### src/rtl/core_pkg.sv
// Shared types for the fetch path: instruction word, byte address and queue entry.
package core_pkg;

    localparam int INS_BYTES = 4;
    // Widest address the queue entry can carry; the fetch unit's ADDR_W must not exceed it.
    localparam int ADDR_BITS = 64;

    typedef logic [31:0]          ins_t;
    typedef logic [ADDR_BITS-1:0] addr_t;

    typedef struct packed {
        addr_t pc;
        ins_t  ins;
    } fetch_entry_t;

endpackage

### src/rtl/fetch_queue.sv
// Synchronous FIFO of fetched {pc, ins} entries with flush; push and pop may coincide when full.
module fetch_queue
    import core_pkg::*;
#(
    parameter int DEPTH = 2
) (
    input  logic                         clk,
    input  logic                         reset,
    input  logic                         flush,
    input  logic                         push,
    input  logic                         pop,
    input  fetch_entry_t                 wdata,
    output fetch_entry_t                 head,
    output logic [$clog2(DEPTH+1)-1:0]   count
);

    localparam int PTR_W = (DEPTH > 1) ? $clog2(DEPTH) : 1;
    localparam int CNT_W = $clog2(DEPTH+1);

    fetch_entry_t     mem [DEPTH];
    logic [PTR_W-1:0] rd_ptr;
    logic [PTR_W-1:0] wr_ptr;

    function automatic logic [PTR_W-1:0] next_ptr(input logic [PTR_W-1:0] p);
        return (p == PTR_W'(DEPTH-1)) ? '0 : p + 1'b1;
    endfunction

    always_ff @(posedge clk) begin
        if (reset || flush) begin
            rd_ptr <= '0;
            wr_ptr <= '0;
            count  <= '0;
        end else begin
            if (push) wr_ptr <= next_ptr(wr_ptr);
            if (pop)  rd_ptr <= next_ptr(rd_ptr);
            count <= count + CNT_W'(push) - CNT_W'(pop);
        end
    end

    // Storage needs no reset: entries are only visible through count.
    always_ff @(posedge clk) begin
        if (push && !reset && !flush) mem[wr_ptr] <= wdata;
    end

    assign head = mem[rd_ptr];

endmodule

### src/rtl/insn_fetch_unit.sv
// Fetch stage: assembles little-endian 32-bit words from a byte-wide memory and queues them.
module insn_fetch_unit
    import core_pkg::*;
#(
    parameter int               ADDR_W   = 64,
    parameter logic [ADDR_W-1:0] RESET_PC = '0,
    parameter int               QDEPTH   = 2
) (
    input  logic              clk,
    input  logic              reset,
    output logic [ADDR_W-1:0] raddr,
    input  logic [7:0]        rdata,
    output logic              ins_valid,
    input  logic              ins_ready,
    output logic [31:0]       ins,
    output logic [ADDR_W-1:0] ins_pc,
    input  logic              redirect_valid,
    input  logic [ADDR_W-1:0] redirect_pc,
    input  logic              halt
);

    localparam int CNT_W = $clog2(QDEPTH+1);

    logic [ADDR_W-1:0] fetch_pc;
    logic [1:0]        bidx;
    logic [23:0]       part_buf;
    logic [CNT_W-1:0]  count;
    fetch_entry_t      head;
    fetch_entry_t      entry;
    logic              space;
    logic              push;
    logic              pop;
    logic              halt_hold;

    assign raddr     = fetch_pc + ADDR_W'(bidx);
    assign ins_valid = (count != '0);
    assign ins       = ins_valid ? head.ins : '0;
    assign ins_pc    = ins_valid ? head.pc[ADDR_W-1:0] : '0;

    // A same-cycle pop frees a slot, so a full queue can still accept the last byte.
    assign space     = (int'(count) < QDEPTH) || (ins_valid && ins_ready);
    assign push      = (bidx == 2'd3) && space && !redirect_valid;
    assign pop       = ins_valid && ins_ready && !redirect_valid;
    assign halt_hold = halt && (bidx == 2'd0);

    assign entry.pc  = addr_t'(fetch_pc);
    assign entry.ins = {rdata, part_buf};

    always_ff @(posedge clk) begin
        if (reset) begin
            fetch_pc <= RESET_PC;
            bidx     <= 2'd0;
            part_buf <= '0;
        end else if (redirect_valid) begin
            fetch_pc <= redirect_pc;
            bidx     <= 2'd0;
            part_buf <= '0;
        end else if (bidx != 2'd3) begin
            if (!halt_hold) begin
                case (bidx)
                    2'd0:    part_buf[7:0]   <= rdata;
                    2'd1:    part_buf[15:8]  <= rdata;
                    default: part_buf[23:16] <= rdata;
                endcase
                bidx <= bidx + 2'd1;
            end
        end else if (space) begin
            fetch_pc <= fetch_pc + ADDR_W'(INS_BYTES);
            bidx     <= 2'd0;
        end
    end

    fetch_queue #(.DEPTH(QDEPTH)) u_queue (
        .clk   (clk),
        .reset (reset),
        .flush (redirect_valid),
        .push  (push),
        .pop   (pop),
        .wdata (entry),
        .head  (head),
        .count (count)
    );

endmodule

### config.mk
export PLATFORM = sky130hd
export DESIGN_NAME = insn_fetch_unit
export DESIGN_NICKNAME = d
export VERILOG_FILES = /design/src/rtl/core_pkg.sv /design/src/rtl/fetch_queue.sv /design/src/rtl/insn_fetch_unit.sv
export SDC_FILE = /design/constraint.sdc
export NUM_CORES = 1
export LEC_CHECK = 0
export BUFFER_PORTS_ARGS = -buffer_cell sky130_fd_sc_hd__buf_4
export CELL_PAD_IN_SITES_DETAIL_PLACEMENT = 1
export CELL_PAD_IN_SITES_GLOBAL_PLACEMENT = 1
export CORE_AREA = 2 2 200 202
export CTS_BUF_LIST = sky130_fd_sc_hd__clkbuf_16
export DETAILED_ROUTE_END_ITERATION = 6
export DIE_AREA = 0 0 202 204
export GPL_TIMING_DRIVEN = 0
export PLACE_DENSITY = 0.62
export SETUP_SLACK_MARGIN = 0.5
export SLEW_MARGIN = 20
export SYNTH_ARGS = -nofsm -noshare
export SYNTH_HDL_FRONTEND = slang
export SYNTH_SLANG_ARGS = --single-unit
### constraint.sdc
create_clock -name clk -period 7.6 [get_ports clk]
set_clock_uncertainty 0.15 [all_clocks]
set_input_delay 0.76 -clock clk [delete_from_list [all_inputs] [get_ports clk]]
set_output_delay 0.76 -clock clk [all_outputs]
set_load 0.01 [all_outputs]
==> flow_metrics.py <==
metrics = {
    "outcome": {
        "status": "finished clean",
    },
    "power": {
        "p_leak_nw": 6.24,
        "ir_worst_vdd_v": 0.000123,
        "p_per_area_nw_per_um2": 205,
    },
    "setup_path": {
        "worst-path-max-fanout": 6,
        "critical_path_class": "reg2out",
        "worstPathArrival_ns": 3.98,
        "worstSetupStartpointType": "register",
        "crit_path_end_kind": "primary output",
        "crit_required_ns": 6.69,
    },
    "logic_synthesis": {
        "yosys-top-cells-area": "edfxtp_1, dfxtp_1, mux2i_1",
        "synth-main-ff-cell": "edfxtp_1",
        "yosysTopAreaCell": "edfxtp_1",
        "synthArstFlopShare_pct": 0,
        "synth-edff-count": 192,
        "yosysUniqueCellTypes": 59,
        "netlist.area_leader.share_pct": 42.5,
        "synth.most_common_cell": "nor2_1",
        "synth.avg_cell_area_um2": 11.2,
        "synth_seq_area_share_pct": 56.5,
        "synth_fp_nets": 1301,
        "syn_area_um2": 13600,
        "synth_cells": 1214,
        "ys_warn_count": 0,
        "synth.top_cells.by_count": "nor2_1, edfxtp_1, mux2i_1, dfxtp_1, xor2_1",
        "ys_seq_elements": 287,
    },
    "sta": {
        "fin_hold_ws_ns": 0.301,
        "max_freq_mhz": 205,
        "worst_slew_pin_slew_ns": 1.06,
        "slew_viol_final": 0,
        "max_slew_margin_pct": 29.1,
        "hold_viol_final": 0,
        "grt_setup_unrepaired": "false",
        "post-route-period-util_pct": 64.3,
        "fin_crit_ns": 4.89,
        "setup_violations": 0,
    },
    "grt": {
        "grt_max_degree": 39,
        "grt_pass1_vias": 11000,
        "grt_usage_pct": 22.2,
        "grt_pass1_wl_mm": 69.2,
        "antenna_found_initial": 0,
        "grt_overflow_total": 0,
    },
    "detailed_routing": {
        "ant_nets": 0,
        "post_drt_wl_per_cell_um": 22.7,
        "routed_wl_mm": 46.4,
        "drt-initial-drc-count": 652,
        "num_vias": 10600,
        "drc": 0,
        "firstDrtPassIters": 5,
        "via_per_inst": 5.20,
    },
    "clock_network": {
        "path_clk_slew_ns": 0.06,
        "cts_sinks": 287,
        "ctsLongestPathBuffers": 3,
        "cts_buffers": 34,
        "postCtsSetupBuffers": 0,
        "cts_tree": "built",
        "h-tree-depth": 2,
        "root_buffer": "clkbuf_16",
        "hold_buffers": 0,
        "cts-resized-gates": 0,
        "clk_latency_ns": 0.53,
    },
    "finish": {
        "syn2layout_area_growth_pct": 26.6,
        "diodes": 0,
        "finalInstanceArea_um2": 17200,
        "drive_above_1_share_pct": 22.0,
        "finish.net_count": 1579,
    },
    "die": {
        "placement_rows": 73,
        "coreArea_um2": 39200,
        "die_area_um2": 41200,
        "fp.dieW_um": 202,
        "die_y_um": 204,
        "initial_core_util_pct": 34.6,
        "boundaryPins": 238,
    },
    "placement": {
        "dp_hpwl_mm": 34.6,
        "io_buffer_count": 236,
        "place_area_um2": 16100,
        "gp_congestion": 0.869,
    },
    "run": {
        "cap_violations": 0,
    },
    "min_path": {
        "min_path_type": "reg2reg",
    },
}
[cells in the final DEF (no fill, tap or decap), drive strengths merged, types with 26 or more instances in the layout]
cell type | Yosys | routed
clkbuf | 45 | 79
dfxtp | 95 | 95
buf | 38 | 280
nand2 | 52 | 52
nand4 | 49 | 49
nor4 | 28 | 28
xnor2 | 44 | 44
edfxtp | 192 | 192
nand3 | 41 | 41
xor2 | 52 | 52
nor3 | 26 | 26
nor2 | 223 | 223
inv | 21 | 37
mux2i | 126 | 126
[logic make-up after synthesis]
family / after synthesis / synth area share, %
AO/OA/AOI/OAI: 97 / 5.18
XOR/XNOR: 96 / 6.19
adder cells (fa/ha/maj): 10 / 0.977
buffers and inverters: 106 / 3.47
flip-flops: 287 / 56.5
multiplexers: 127 / 9.37
AND/OR/NAND/NOR: 491 / 18.3
[state kept, by name, summed over array words and instances, names as in the netlist, named ones only]
signal and count:
fetch_pc 64, u_queue.mem 192, u_queue.rd_ptr 1, u_queue.wr_ptr 1, part_buf 24, u_queue.count 2, bidx 2
[routing by layer]
layer	up-vias	routed length (µm)	global-route usage, %
met3	70	2550	3.49
met1	5266	20300	29.5
met5	-	0	0
met4	0	1330	7.14
li1	4974	-	-
met2	323	22200	37.3
[worst max-delay path: stages (launching register included)]
cell,delay [ns]
dfxtp_1,0.44
ha_1,0.22
inv_1,0.05
fa_1,0.47
nor4_1,0.92
nand4_1,0.62
nor3_1,0.38
xor2_1,0.20
buf_4,0.14
[where the power goes]
| part | internal, mW | total [mW] | switching (mW) |
|---|---|---|---|
| Combinational | 0.107 | 0.243 | 0.136 |
| Sequential | 1.69 | 1.74 | 0.0487 |
| Clock | 0.884 | 1.54 | 0.654 |
[cell type report]
class / count / area [µm²]
fill: 4338 / 22000
buffer: 84 / 390
timing repair buffer: 242 / 1900
multi-input combinational: 821 / 5450
tap: 525 / 657
sequential: 287 / 7670
clock buffer: 34 / 851
inverter: 22 / 82.6
clock inverter: 28 / 186
[worst paths after layout]
kind | start | endpoint | slack [ns] | cells after the start
setup / recovery | bidx[0] | raddr[40] | 2.71 | 8
hold / removal | part_buf[9] | u_queue.mem[1][9] | 0.30 | 0
setup reg to reg | bidx[0] | fetch_pc[51] | 4.23 | 7
hold reg to reg | part_buf[9] | u_queue.mem[1][9] | 0.30 | 0
[metrics by stage]
| step | setup WS (ns) | utilization (%) | cells | power [mW] | setup TNS, ns |
|---|---|---|---|---|---|
| after floorplan | 1.67 | - | 1214 | 1.87 | 0 |
| after CTS | 2.69 | 43.9 | 2043 | 3.55 | 0 |
| after global placement | -1.52 | 40.8 | 1975 | 2.01 | -145.10 |
| after global routing | 2.51 | 43.9 | 2043 | 3.63 | 0 |
| final | 2.71 | 43.9 | 2043 | 3.52 | 0 |
| after detailed placement | 3.25 | 41.2 | 1981 | 2.01 | 0 |
Power figures use the tool's default switching activity.
